**config.mk**
```make
export PLATFORM = sky130hd
export DESIGN_NAME = pipe_gate_flat
export DESIGN_NICKNAME = d
export VERILOG_FILES = /design/src/rtl/pipe_pkg.sv /design/src/rtl/pipe_gate_if.sv /design/src/rtl/pipe_sat_cnt.sv /design/src/rtl/pipe_gate.sv /design/src/flat_wrapper.sv
export SDC_FILE = /design/constraint.sdc
export NUM_CORES = 1
export LEC_CHECK = 0
export ABC_CLOCK_PERIOD_IN_PS = 3500
export CORE_MARGIN = 5
export CORE_UTILIZATION = 35
export CTS_CLUSTER_DIAMETER = 40
export DETAILED_ROUTE_END_ITERATION = 12
export GPL_ROUTABILITY_DRIVEN = 1
export PLACE_DENSITY = 0.68
export SYNTH_ARGS = -nofsm -noshare
export SYNTH_HDL_FRONTEND = slang
export SYNTH_SLANG_ARGS = --single-unit
export TNS_END_PERCENT = 10
```
**constraint.sdc**
```tcl
create_clock -name clk -period 3.5 [get_ports clk]
set_input_delay 0.875 -clock clk [delete_from_list [all_inputs] [get_ports clk]]
set_output_delay 0.875 -clock clk [all_outputs]
set_load 0.01 [all_outputs]
```
**src/rtl/pipe_pkg.sv**
```systemverilog
// Shared types and default widths for the pipe_gate skid stage.
package pipe_pkg;

  localparam int DATA_W_DEF = 32;
  localparam int CNT_W_DEF  = 32;

  typedef enum logic [1:0] {
    EMPTY = 2'b00,
    ONE   = 2'b01,
    TWO   = 2'b10
  } state_t;

endpackage

```
**src/rtl/pipe_gate_if.sv**
```systemverilog
// Valid/ready payload channel; the master drives valid/data, the slave drives ready.
interface pipe_gate_if
  import pipe_pkg::*;
#(
  parameter int DATA_W = DATA_W_DEF
);
  logic              valid;
  logic              ready;
  logic [DATA_W-1:0] data;

  modport master (output valid, output data, input ready);
  modport slave  (input valid, input data, output ready);
endinterface

```
**src/rtl/pipe_sat_cnt.sv**
```systemverilog
// Saturating up-counter with synchronous active-low clear and increment enable.
module pipe_sat_cnt #(
  parameter int W = 32
) (
  input  logic         clk,
  input  logic         i_clr_n,
  input  logic         i_inc,
  output logic [W-1:0] o_cnt
);

  logic [W-1:0] r_cnt;

  always_ff @(posedge clk) begin
    if (!i_clr_n)
      r_cnt <= '0;
    else if (i_inc && (r_cnt != {W{1'b1}}))
      r_cnt <= r_cnt + 1'b1;
  end

  assign o_cnt = r_cnt;

endmodule

```
**src/rtl/pipe_gate.sv**
```systemverilog
// Two-entry skid pipeline gate with flush; optional stall/bubble counters
// built when PIPE_GATE_PERF_CNT_EN is defined.
module pipe_gate
  import pipe_pkg::*;
#(
  parameter int                DATA_W   = DATA_W_DEF,
  parameter logic [DATA_W-1:0] RST_DATA = '0
`ifdef PIPE_GATE_PERF_CNT_EN
  ,
  parameter int                CNT_W    = CNT_W_DEF
`endif
) (
  input  logic              clk,
  input  logic              rst_n,
  input  logic              flush,
  pipe_gate_if.slave        up,
  pipe_gate_if.master       dn
`ifdef PIPE_GATE_PERF_CNT_EN
  ,
  output logic [CNT_W-1:0]  stall_cnt,
  output logic [CNT_W-1:0]  bubble_cnt
`endif
);

  state_t            r_state;
  state_t            w_state_nxt;
  logic [DATA_W-1:0] r_main;
  logic [DATA_W-1:0] r_skid;

  logic w_up_ready;
  logic w_dn_valid;
  logic w_up_xfer;
  logic w_dn_xfer;
  logic w_main_ld_up;
  logic w_main_ld_skid;
  logic w_skid_ld;

  // Handshake outputs decode from state only, so no ready/valid comb loop.
  assign w_up_ready = (r_state != TWO);
  assign w_dn_valid = (r_state != EMPTY);
  assign w_up_xfer  = up.valid & w_up_ready;
  assign w_dn_xfer  = w_dn_valid & dn.ready;

  assign up.ready = w_up_ready;
  assign dn.valid = w_dn_valid;
  assign dn.data  = r_main;

  always_comb begin
    w_state_nxt    = r_state;
    w_main_ld_up   = 1'b0;
    w_main_ld_skid = 1'b0;
    w_skid_ld      = 1'b0;
    case (r_state)
      EMPTY: begin
        if (w_up_xfer) begin
          w_main_ld_up = 1'b1;
          w_state_nxt  = ONE;
        end
      end
      ONE: begin
        if (w_up_xfer && w_dn_xfer) begin
          w_main_ld_up = 1'b1;
        end else if (w_up_xfer) begin
          w_skid_ld   = 1'b1;
          w_state_nxt = TWO;
        end else if (w_dn_xfer) begin
          w_state_nxt = EMPTY;
        end
      end
      TWO: begin
        if (w_dn_xfer) begin
          w_main_ld_skid = 1'b1;
          w_state_nxt    = ONE;
        end
      end
      default: w_state_nxt = EMPTY;
    endcase
  end

  // Reset and flush both drop every held payload; only reset clears counters.
  always_ff @(posedge clk) begin
    if (!rst_n || flush) begin
      r_state <= EMPTY;
      r_main  <= RST_DATA;
      r_skid  <= RST_DATA;
    end else begin
      r_state <= w_state_nxt;
      if (w_main_ld_up)
        r_main <= up.data;
      else if (w_main_ld_skid)
        r_main <= r_skid;
      if (w_skid_ld)
        r_skid <= up.data;
    end
  end

`ifdef PIPE_GATE_PERF_CNT_EN
  logic w_stall_inc;
  logic w_bubble_inc;

  assign w_stall_inc  = w_dn_valid & ~dn.ready;
  assign w_bubble_inc = ~w_dn_valid & dn.ready;

  pipe_sat_cnt #(.W(CNT_W)) u_stall_cnt (
    .clk     (clk),
    .i_clr_n (rst_n),
    .i_inc   (w_stall_inc),
    .o_cnt   (stall_cnt)
  );

  pipe_sat_cnt #(.W(CNT_W)) u_bubble_cnt (
    .clk     (clk),
    .i_clr_n (rst_n),
    .i_inc   (w_bubble_inc),
    .o_cnt   (bubble_cnt)
  );
`endif

endmodule

```
**src/flat_wrapper.sv**
```systemverilog
// flat-port wrapper written by rule: the top's interface ports become plain ports
module pipe_gate_flat import pipe_pkg::*;
#(
  parameter int                DATA_W   = DATA_W_DEF,
  parameter logic [DATA_W-1:0] RST_DATA = '0

)
  (clk, rst_n, flush, up_valid, up_data, up_ready, dn_valid, dn_data, dn_ready);
  pipe_gate_if #(.DATA_W(DATA_W)) up_i ();
  pipe_gate_if #(.DATA_W(DATA_W)) dn_i ();
  input  logic clk;
  input  logic rst_n;
  input  logic flush;
  input wire logic [$bits(up_i.valid)-1:0] up_valid;
  input wire logic [$bits(up_i.data)-1:0] up_data;
  output wire logic [$bits(up_i.ready)-1:0] up_ready;
  output wire logic [$bits(dn_i.valid)-1:0] dn_valid;
  output wire logic [$bits(dn_i.data)-1:0] dn_data;
  input wire logic [$bits(dn_i.ready)-1:0] dn_ready;
  assign up_i.valid = up_valid;
  assign up_i.data = up_data;
  assign up_ready = up_i.ready;
  assign dn_valid = dn_i.valid;
  assign dn_data = dn_i.data;
  assign dn_i.ready = dn_ready;
  pipe_gate #(.DATA_W(DATA_W), .RST_DATA(RST_DATA)) u_core (.clk(clk), .rst_n(rst_n), .flush(flush), .up(up_i), .dn(dn_i));
endmodule
```
* Word level (Yosys, flattened, before mapping)
Index checks and enable logic that the tools add are counted. W data, S select, Z words.
Word-level totals: bits in registers 66
Operators by class: bitwise gates (word level) 2, reduce and logical (&&, ||, !) cells 7, equal/unequal tests 7, multiplexer cells 15
Operator list (count):
- $mux W32 | 2
- $mux W2 | 5
- $mux W1 | 6
- $pmux W2 S3 | 1
- $ne A2 B1 Y1 const B | 2
- $ne A2 B2 Y1 const B | 2
- $reduce_and A4 Y1 | 1
- $reduce_bool A2 Y1 | 2
- $ne A3 B1 Y1 const B | 1
- $and A1 B1 Y1 | 2
- $eq A2 B1 Y1 const B | 1
- $eq A2 B2 Y1 const B | 1
- $logic_not A2 Y1 | 1
- $pmux W1 S2 | 1
- $logic_and A1 B1 Y1 | 1
- $logic_not A1 Y1 | 1
- $logic_or A1 B1 Y1 | 1

* Longest topological paths before layout
Gate-level depths: netlist of run 1.
depth after elaboration 6, depth in mapped cells 5, mapped depth without buffers 3

* Worst setup path before layout of run 1
Ideal clock, no wire load.
path kind input-to-reg, start point in up_valid, end point reg u_core.r_main[18] (netlist: u_core.dn.data[18]), stages 5, slack 1772 ps, path buffers 2, data required time 3381 ps, arrival time 1609 ps, library setup time 119 ps, path through nand2b_4 -> or2_1 -> buf_6 -> buf_6 -> o221a_1
On the way: cells in the longest elaborated chain, start to end 5, elaborated cells between the ends (all ways) 7, those cells by class mux: 4; bitwise: 1; reduce/logical: 2
Ends and longest elaborated chain:
- from (decl) | line flat_wrapper.sv:14 | input wire logic [$bits(up_i.valid)-1:0] up_valid;
- $and A1 B1 Y1 (*) | line pipe_gate.sv:41 | assign w_up_xfer = up.valid & w_up_ready;
- $logic_and A1 B1 Y1 | line pipe_gate.sv:61 | if (w_up_xfer && w_dn_xfer) begin
- $mux W1 | line pipe_gate.sv:61
- $pmux W1 S2 (*) | line pipe_gate.sv:53 | case (r_state)
- $mux W32 / $reduce_bool A2 Y1 (equally long branches)
- to (signal assigned) | line pipe_gate.sv:89 | r_main <= up.data;
- to (signal assigned) | line pipe_gate.sv:91 | r_main <= r_skid;
- to (decl) | line pipe_gate.sv:27 | logic [DATA_W-1:0] r_main;
Mark *: on every way between the ends. The rest lies on a longest branch, timed or not. A chain may end at the register's enable or synchronous reset.

* Worst setup path in the final report of run 1
start point in dn_ready, end point reg u_core.r_main[0] (netlist: u_core.dn.data[0])
On the way: cells in the longest elaborated chain, start to end 5, elaborated cells between the ends (all ways) 8, those cells by class mux: 5; bitwise: 1; reduce/logical: 2
Ends and longest elaborated chain:
- from (decl) | line flat_wrapper.sv:19 | input wire logic [$bits(dn_i.ready)-1:0] dn_ready;
- $and A1 B1 Y1 (*) | line pipe_gate.sv:42 | assign w_dn_xfer = w_dn_valid & dn.ready;
- $logic_and A1 B1 Y1 | line pipe_gate.sv:61
- $mux W1 | line pipe_gate.sv:61
- $pmux W1 S2 | line pipe_gate.sv:53
- $mux W32 / $reduce_bool A2 Y1 (equally long branches)
Marks and branches as above.

==> results.sh, run 1 <==
export IMPL_cp_end_kind="flop"
export IMPL_cts_root_buf="clkbuf_8"
export IMPL_ir_drop_mv=0.176
export IMPL_first_pass_iters=4
export IMPL_grt_total_usage_pct=14.4
export IMPL_power_mw=1.66
export IMPL_gr_total_overflow=0
export IMPL_grt_pass1_wl_mm=10.4
export IMPL_holdWs_ns=0.458
export IMPL_area_growth_pct=37.6
export IMPL_finalMaxSlewViolations=0
export IMPL_status="finished clean"
export IMPL_die_w_um=96.4
export IMPL_layout_worst_path_cycle_share_pct=72.4
export IMPL_post_synth_cell_area_avg_um2=9.64
export IMPL_regArea_um2=1320
export IMPL_fin_skew_ns=0.00525
export IMPL_postCtsSetupRepairBufs=0
export IMPL_antenna_found_initial=0
export IMPL_setup_tns_ns=0
export IMPL_synth_warnings=0
export IMPL_p_per_area_nw_per_um2=461
export IMPL_dp_hpwl_mm=4.22
export IMPL_fin_area_um2=3600
export IMPL_ctsHoldBuffers=0
export IMPL_min_path_cells=2
export IMPL_clkTransAtPathRegs_ns=0.07
export IMPL_wl_met3_um=421
export IMPL_clk_latency_ns=0.33
export IMPL_final_antenna_net_count=0
export IMPL_worst_pin_slew_ns=0.789
export IMPL_yosysUniqueCellTypes=26
export IMPL_met1Wirelength_mm=3.03
export IMPL_critical_path_peak_fanout=20
export IMPL_grt_pass1_vias=2191
export IMPL_ios=71
export IMPL_nets=371
export IMPL_netlist_area_um2=2610
export IMPL_leakage_nw=1.24
export IMPL_cts_tree="yes"
export IMPL_met2_length_mm=2.89
export IMPL_timing_critical_path_required_ns=3.77
export IMPL_multi_input_area_um2=1150
export IMPL_diodes=0
export IMPL_rsz0062_at_grt="no"
export IMPL_placed_cells=422
export IMPL_cap_violations=0
export IMPL_die_area_um2=9290
export IMPL_port_buffer_count=70
export IMPL_wl_per_cell_um=14.7
export IMPL_ys_seq_area_share_pct=50.6
export IMPL_r2r_setup_slack_ns=1.65
export IMPL_drive_gt1_share_pct=8.55
export IMPL_clock_sinks=66
export IMPL_vias=2206
export IMPL_start_util_pct=36.0
export IMPL_post_route_drc_count=0
export IMPL_drt_iter0_drc=90
export IMPL_startpoint_type="input pin"
export IMPL_ctsResizeCount=0
export IMPL_finalCriticalPeriod_ns=2.53
export IMPL_cts_buffers=9
export IMPL_ys_ff_latch=66
export IMPL_fin_util_pct=49.6
export IMPL_pre_cts_ws_ns=0.582
export IMPL_wl_mm=6.43
export IMPL_fmax_mhz=395
export IMPL_h_tree_depth=3
export IMPL_via_per_inst=5.04
export IMPL_final_cells=438
export IMPL_reg2reg_depth=4
export IMPL_coreArea_um2=7250
export IMPL_worst_slack_ns=0.967
export IMPL_fillers=684
export IMPL_synth_nets=308
export IMPL_finalHoldViolCount=0
export IMPL_slew_headroom_pct=47.4
export IMPL_hp_class="flop to flop"
export IMPL_worstSetupPathType="input pin to flop"
export IMPL_synth_cells=271
export IMPL_die_y_um=96.4
export IMPL_num_rows=31
export IMPL_grt_max_degree=33
export IMPL_cp_arrival_ns=2.81
export IMPL_top_layer="met4"
export IMPL_post_dp_cell_area_um2=3380
export IMPL_final_setup_viol_count=0
export IMPL_clockBufferDepth=2
export IMPL_gp_congestion=0.700
cell usage after synthesis:
cell type / instances / share of area (%)
nand3b_1: 1 / 0.29
and4bb_1: 1 / 0.48
a211oi_1: 1 / 0.29
nor2b_4: 1 / 0.53
nand3b_2: 1 / 0.43
nand2b_4: 1 / 0.53
nand2b_1: 2 / 0.48
mux2i_1: 3 / 1.1
buf_2: 10 / 1.9
clkbuf_4: 1 / 0.29
o21a_1: 29 / 8.3
or2_2: 1 / 0.24
buf_1: 2 / 0.29
nor2_1: 1 / 0.14
dfxtp_1: 66 / 51
nor2b_1: 1 / 0.24
a31oi_1: 1 / 0.24
o21ai_1: 1 / 0.19
a21oi_1: 35 / 6.7
buf_6: 5 / 2.2
nand2_1: 65 / 9.3
or2_1: 1 / 0.24
o221a_1: 29 / 12
nand4bb_1: 1 / 0.43
clkbuf_1: 8 / 1.1
o31ai_1: 3 / 0.86
layout by cell type, fill, tap and decap left out:
| cell type | n |
|---|---|
| clkinvlp_4 | 1 |
| o31ai_1 | 3 |
| nand3b_2 | 1 |
| o21a_1 | 29 |
| clkbuf_8 | 10 |
| nor2_1 | 1 |
| or2_2 | 1 |
| clkinv_2 | 2 |
| nand3b_1 | 1 |
| buf_12 | 2 |
| or2_1 | 1 |
| nor2b_2 | 1 |
| nor2b_4 | 1 |
| nand2b_1 | 2 |
| clkdlybuf4s50_1 | 70 |
| a31oi_1 | 1 |
| mux2i_1 | 3 |
| a21oi_1 | 35 |
| o221a_1 | 29 |
| nand2b_4 | 1 |
| nand4bb_1 | 1 |
| clkbuf_1 | 1 |
| a211oi_1 | 1 |
| buf_4 | 6 |
| dfxtp_1 | 66 |
| and4bb_1 | 1 |
| nand2_1 | 65 |
| o21ai_2 | 1 |
| bufinv_16 | 2 |
power breakdown:
group | switching (mW) | internal [mW]
registers | 0.0113 | 0.770
clock network | 0.279 | 0.418
logic | 0.0753 | 0.102
sequential cells by signal (all words and copies together), names as in the netlist:
register and flops:
u_core.dn.data 32, u_core.r_skid 32, u_core.r_state 2
routing by layer:
metal  global-route usage [%]  vias up
met5                        0        -
met4                     6.31        0
met3                     3.64       10
met2                     22.3       68
met1                     19.0     1032
li1                         -     1096
layout make-up:
| type | instances | area share [%] |
|---|---|---|
| repair buffers | 78 | 21.9 |
| clock inverters | 5 | 2.16 |
| multi-input cells | 179 | 31.9 |
| clock buffers | 11 | 3.93 |
| flip-flops and latches | 66 | 36.7 |
| well taps | 99 | 3.44 |
final timing paths:
kind,startpoint,to
max,dn_ready,u_core.dn.data[0]
min,u_core.r_skid[0],u_core.r_skid[0]
max reg2reg,u_core.r_state[0],u_core.dn.data[0]
min reg2reg,u_core.r_skid[0],u_core.r_skid[0]
worst max-delay path, stage by stage:
cell	delay [ns]
clkdlybuf4s50_1	0.60
nand3b_2	0.39
o21ai_2	0.36
buf_4	0.34
o221a_1	0.22
cell families (layout without fill, tap and decap cells):
| logic type | after synthesis | in the layout | share of synthesized area [%] |
|---|---|---|---|
| mux | 3 | 3 | 1.15 |
| flops | 66 | 66 | 50.6 |
| simple gates | 77 | 77 | 13.4 |
| compound gates | 99 | 99 | 29.1 |
| buf+inv | 26 | 94 | 5.80 |
Power figures use the tool's default switching activity.
==> run 2, diff against run 1 <==
--- a/config.mk
+++ b/config.mk
@@ -5,7 +5,7 @@
 export SDC_FILE = /design/constraint.sdc
 export NUM_CORES = 1
 export LEC_CHECK = 0
-export ABC_CLOCK_PERIOD_IN_PS = 3500
+export ABC_CLOCK_PERIOD_IN_PS = 2550
 export CORE_MARGIN = 5
 export CORE_UTILIZATION = 35
 export CTS_CLUSTER_DIAMETER = 40
==> constraint.sdc (replaced) <==
create_clock -name clk -period 2.55 [get_ports clk]
set_input_delay 0.6375 -clock clk [delete_from_list [all_inputs] [get_ports clk]]
set_output_delay 0.6375 -clock clk [all_outputs]
set_load 0.01 [all_outputs]
==> run 2 against run 1 <==
Effect of this change:
- clock skew rose by 0.0044 ns
- count of clock-buffer cells in the layout fell by 2
- combinational power rose by 38%
- critical path type is now flop to primary output
- critical endpoint is now dn_valid
==> results.sh, run 2 (synthesized netlist as in run 1, its figures left out) <==
export IMPL_ios=71
export IMPL_grt_pass1_wl_mm=11.1
export IMPL_crit_family="buffers and inverters"
export IMPL_die_y_um=96.4
export IMPL_ctsHoldBuffers=0
export IMPL_hp_class="flop to flop"
export IMPL_gr_total_overflow=0
export IMPL_cp_end_kind="primary output"
export IMPL_clockBufferDepth=2
export IMPL_met2_length_mm=3.09
export IMPL_path_buf_inv=1
export IMPL_crit_slowest_cell="clkdlybuf4s50_1"
export IMPL_coreArea_um2=7250
export IMPL_leakage_nw=1.23
export IMPL_gp_congestion=0.784
export IMPL_fillers=684
export IMPL_clkTransAtPathRegs_ns=0.07
export IMPL_layout_commonest_cell="clkdlybuf4s50_1"
export IMPL_fin_util_pct=49.4
export IMPL_die_w_um=96.4
export IMPL_timing_critical_path_required_ns=1.91
export IMPL_rsz0062_at_grt="no"
export IMPL_wl_per_cell_um=15.2
export IMPL_wl_mm=6.65
export IMPL_fin_skew_ns=0.00962
export IMPL_area_growth_pct=37.3
export IMPL_dp_hpwl_mm=4.36
export IMPL_worstSetupPathType="flop to primary output"
export IMPL_setup_tns_ns=0
export IMPL_grt_max_degree=34
export IMPL_hold_start="u_core.r_skid[23]"
export IMPL_regArea_um2=1320
export IMPL_vias=2230
export IMPL_drt_iter0_drc=105
export IMPL_path_cells="or2_2, clkdlybuf4s50_1"
export IMPL_cts_buffers=9
export IMPL_wl_met3_um=519
export IMPL_post_route_drc_count=0
export IMPL_p_per_area_nw_per_um2=611
export IMPL_first_pass_iters=4
export IMPL_final_antenna_net_count=0
export IMPL_cp_arrival_ns=1.50
export IMPL_drive_gt1_share_pct=9.12
export IMPL_cts_root_buf="clkbuf_8"
export IMPL_grt_total_usage_pct=15.5
export IMPL_ir_drop_mv=0.263
export IMPL_start_util_pct=36.0
export IMPL_postCtsSetupRepairBufs=0
export IMPL_num_rows=31
export IMPL_port_buffer_count=70
export IMPL_layout_worst_path_cycle_share_pct=83.6
export IMPL_h_tree_depth=3
export IMPL_startpoint_type="flop"
export IMPL_finalCriticalPeriod_ns=2.13
export IMPL_ctsResizeCount=0
export IMPL_timing_rr_start="u_core.r_state[1]"
export IMPL_antenna_found_initial=0
export IMPL_cpPeakStageDelay_ns=0.48
export IMPL_finalHoldViolCount=0
export IMPL_via_per_inst=5.08
export IMPL_diodes=0
export IMPL_final_cell_mix="clkdlybuf4s50_1 (70), dfxtp_1 (66), nand2_1 (65)"
export IMPL_clock_sinks=66
export IMPL_pre_cts_ws_ns=0.232
export IMPL_final_setup_viol_count=0
export IMPL_worst_slack_ns=0.417
export IMPL_fmax_mhz=469
export IMPL_critical_path_peak_fanout=8
export IMPL_met1Wirelength_mm=2.98
export IMPL_power_mw=2.19
export IMPL_cts_tree="yes"
export IMPL_nets=372
export IMPL_worst_pin_slew_ns=0.546
export IMPL_cap_violations=0
export IMPL_critPathLaunch="u_core.r_state[1]"
export IMPL_status="finished clean"
export IMPL_clk_latency_ns=0.34
export IMPL_grt_pass1_vias=2269
export IMPL_multi_input_area_um2=1150
export IMPL_top_layer="met4"
export IMPL_die_area_um2=9290
export IMPL_finalMaxSlewViolations=0
export IMPL_slew_headroom_pct=63.6
run 2: changes by cell type in the layout (fill, tap and decap cells not counted):
cell,delta
clkinv_2,-1
clkbuf_8,-1
inv_6,+1
clkinv_4,+3
clkbuf_1,-1
buf_4,+1
bufinv_16,-1
run 2: worst paths after layout:
path | end | slack [ns] | cells after the start
hold reg to reg | u_core.r_skid[23] | 0.46 | 2
hold / removal | u_core.r_skid[23] | 0.46 | 2
setup / recovery | dn_valid | 0.42 | 2
setup reg to reg | u_core.dn.data[0] | 1.04 | 4
run 2: area by class of cell:
cell class | count | share of cell area (%)
flip-flops and latches | 66 | 36.8
multi-input cells | 179 | 32.0
repair buffers | 79 | 22.1
clock buffers | 9 | 3.45
well taps | 99 | 3.45
clock inverters | 7 | 2.16
run 2: stage by stage:
step	hold slack (ns)	std cells	instance area [um2]
after floorplan	0.436	271	2610
after global placement	0.442	423	3380
after detailed placement	0.447	423	3380
after CTS	0.458	439	3590
after global routing	0.476	439	3590
final	0.458	439	3590
run 2: report_power, final:
part | internal (mW) | switching, mW | total, mW
logic | 0.140 | 0.105 | 0.245
registers | 1.06 | 0.0168 | 1.07
clock network | 0.457 | 0.414 | 0.872
run 2: layer usage:
layer / up-vias / GRT usage [%]
met5: - / 0
met4: 0 / 4.79
met3: 6 / 6.35
met2: 65 / 24.5
met1: 1061 / 19.2
li1: 1098 / -
run 2: worst min-delay path, cell delays in order (launching register included):
cell and delay, ns:
dfxtp_1 0.31, nand2_1 0.05, a21oi_1 0.05
==> run 3, diff against run 2 <==
--- a/config.mk
+++ b/config.mk
@@ -5,13 +5,13 @@
 export SDC_FILE = /design/constraint.sdc
 export NUM_CORES = 1
 export LEC_CHECK = 0
-export ABC_CLOCK_PERIOD_IN_PS = 2550
+export ABC_CLOCK_PERIOD_IN_PS = 1950
 export CORE_MARGIN = 5
 export CORE_UTILIZATION = 35
 export CTS_CLUSTER_DIAMETER = 40
 export DETAILED_ROUTE_END_ITERATION = 12
 export GPL_ROUTABILITY_DRIVEN = 1
-export PLACE_DENSITY = 0.68
+export PLACE_DENSITY = 0.7
 export SYNTH_ARGS = -nofsm -noshare
 export SYNTH_HDL_FRONTEND = slang
 export SYNTH_SLANG_ARGS = --single-unit
==> constraint.sdc (replaced) <==
create_clock -name clk -period 1.95 [get_ports clk]
set_input_delay 0.4875 -clock clk [delete_from_list [all_inputs] [get_ports clk]]
set_output_delay 0.4875 -clock clk [all_outputs]
set_load 0.01 [all_outputs]
==> run 3 against run 2 <==
Effect of this change:
- count of clock-buffer cells in the layout increased by 3
- core utilization is 1.0 points higher
- hold slack got worse by 0.0033 ns
- sequential power is 31% higher
- clock skew is 0.0013 ns lower
- final cell count increased by 0.68%
==> results.sh, run 3 (synthesized netlist as in run 1, its figures left out) <==
export IMPL_status="finished clean"
export IMPL_postCtsSetupRepairBufs=0
export IMPL_clkTransAtPathRegs_ns=0.06
export IMPL_p_per_area_nw_per_um2=775
export IMPL_port_buffer_count=70
export IMPL_layout_commonest_cell="clkdlybuf4s50_1"
export IMPL_final_cells=442
export IMPL_fmax_mhz=573
export IMPL_slew_headroom_pct=86.9
export IMPL_drive_gt1_share_pct=10.2
export IMPL_hp_class="flop to flop"
export IMPL_fin_skew_ns=0.00833
export IMPL_first_pass_iters=4
export IMPL_cpPeakStageDelay_ns=0.35
export IMPL_final_setup_viol_count=0
export IMPL_finalHoldViolCount=0
export IMPL_grt_total_usage_pct=14.9
export IMPL_diodes=0
export IMPL_cap_violations=0
export IMPL_power_mw=2.83
export IMPL_pre_cts_ws_ns=-0.00618
export IMPL_cts_root_buf="clkbuf_8"
export IMPL_layout_worst_path_cycle_share_pct=89.6
export IMPL_wl_mm=6.59
export IMPL_reg2reg_depth=4
export IMPL_ir_drop_mv=0.269
export IMPL_start_util_pct=36.0
export IMPL_clockBufferDepth=2
export IMPL_worst_pin_slew_ns=0.194
export IMPL_grt_pass1_vias=2254
export IMPL_die_area_um2=9290
export IMPL_drt_iter0_drc=65
export IMPL_clock_sinks=66
export IMPL_finalMaxSlewViolations=0
export IMPL_area_growth_pct=40.0
export IMPL_grt_pass1_wl_mm=10.8
export IMPL_nets=376
export IMPL_cts_tree="yes"
export IMPL_placed_cells=427
export IMPL_post_route_drc_count=0
export IMPL_critical_path_peak_fanout=8
export IMPL_rsz0062_at_grt="no"
export IMPL_coreArea_um2=7250
export IMPL_gp_congestion=0.757
export IMPL_cts_buffers=9
export IMPL_num_rows=31
export IMPL_gr_total_overflow=0
export IMPL_min_path_cells=2
export IMPL_die_w_um=96.4
export IMPL_startpoint_type="flop"
export IMPL_grt_max_degree=35
export IMPL_holdWs_ns=0.454
export IMPL_antenna_found_initial=0
export IMPL_vias=2266
export IMPL_worst_path_stages=2
export IMPL_final_antenna_net_count=0
export IMPL_die_y_um=96.4
export IMPL_leakage_nw=1.27
export IMPL_fin_util_pct=50.4
export IMPL_worstSetupPathType="flop to primary output"
export IMPL_crit_family="flip-flops"
export IMPL_ios=71
export IMPL_h_tree_depth=3
export IMPL_clk_latency_ns=0.34
export IMPL_cp_end_kind="primary output"
export IMPL_path_buf_inv=1
export IMPL_worst_slack_ns=0.204
export IMPL_fillers=696
export IMPL_wl_per_cell_um=14.9
export IMPL_finalCriticalPeriod_ns=1.75
export IMPL_cp_arrival_ns=1.26
export IMPL_timing_critical_path_required_ns=1.46
export IMPL_path_cells="or2_2, dlygate4sd2_1"
export IMPL_dp_hpwl_mm=4.31
export IMPL_final_cell_mix="clkdlybuf4s50_1 (68), nand2_1 (65), dfxtp_1 (64)"
export IMPL_via_per_inst=5.13
export IMPL_crit_slowest_cell="dfxtp_2"
run 3: worst paths after layout:
| check | startpoint | end | slack, ns |
|---|---|---|---|
| hold / removal | u_core.r_skid[8] | u_core.r_skid[8] | 0.45 |
| setup / recovery | u_core.r_state[1] | dn_valid | 0.20 |
| hold reg to reg | u_core.r_skid[8] | u_core.r_skid[8] | 0.45 |
| setup reg to reg | u_core.r_state[1] | u_core.dn.data[16] | 0.62 |
run 3: final cells by class:
| type | count | area, um2 | share of cell area (%) |
|---|---|---|---|
| Clock buffer | 12 | 145 | 3.97 |
| Multi-Input combinational cell | 179 | 1150 | 31.5 |
| Sequential cell | 66 | 1320 | 36.2 |
| Tap cell | 99 | 124 | 3.39 |
| Clock inverter | 3 | 40.0 | 1.09 |
| Timing Repair Buffer | 83 | 875 | 23.9 |
run 3: power by group:
| group | switching, mW | internal, mW |
|---|---|---|
| clock network | 0.484 | 0.615 |
| registers | 0.0212 | 1.38 |
| logic | 0.138 | 0.193 |
run 3: timing repair:
| item | 4_1_cts | 5_1_grt |
|---|---|---|
| endpoints found under the setup margin | 2 | 1 |
| gates resized for setup | 3 | 1 |
| hold buffers | 0 | 0 |
run 3: metal layers:
metal,vias up,part of all wire [%],global-route usage (%)
met5,-,0,0
met4,0,2.0,6.78
met3,14,6.6,3.87
met2,63,45,23.3
met1,1081,46,19.3
li1,1108,-,-
run 3: stage by stage:
| step | instance area (um2) | TNS (ns) |
|---|---|---|
| floorplan | 2610 | 0 |
| detailed placement | 3470 | -0.00618 |
| global route | 3660 | 0 |
| CTS | 3660 | 0 |
| global placement | 3470 | 0 |
| finish | 3660 | 0 |
run 3: worst min-delay path: cells and delay by family, from the launching register on:
kind / cells / cell delay, ns
DFF: 1 / 0.31
AOI/OAI and AO/OA: 1 / 0.05
and+or+nand+nor: 1 / 0.05
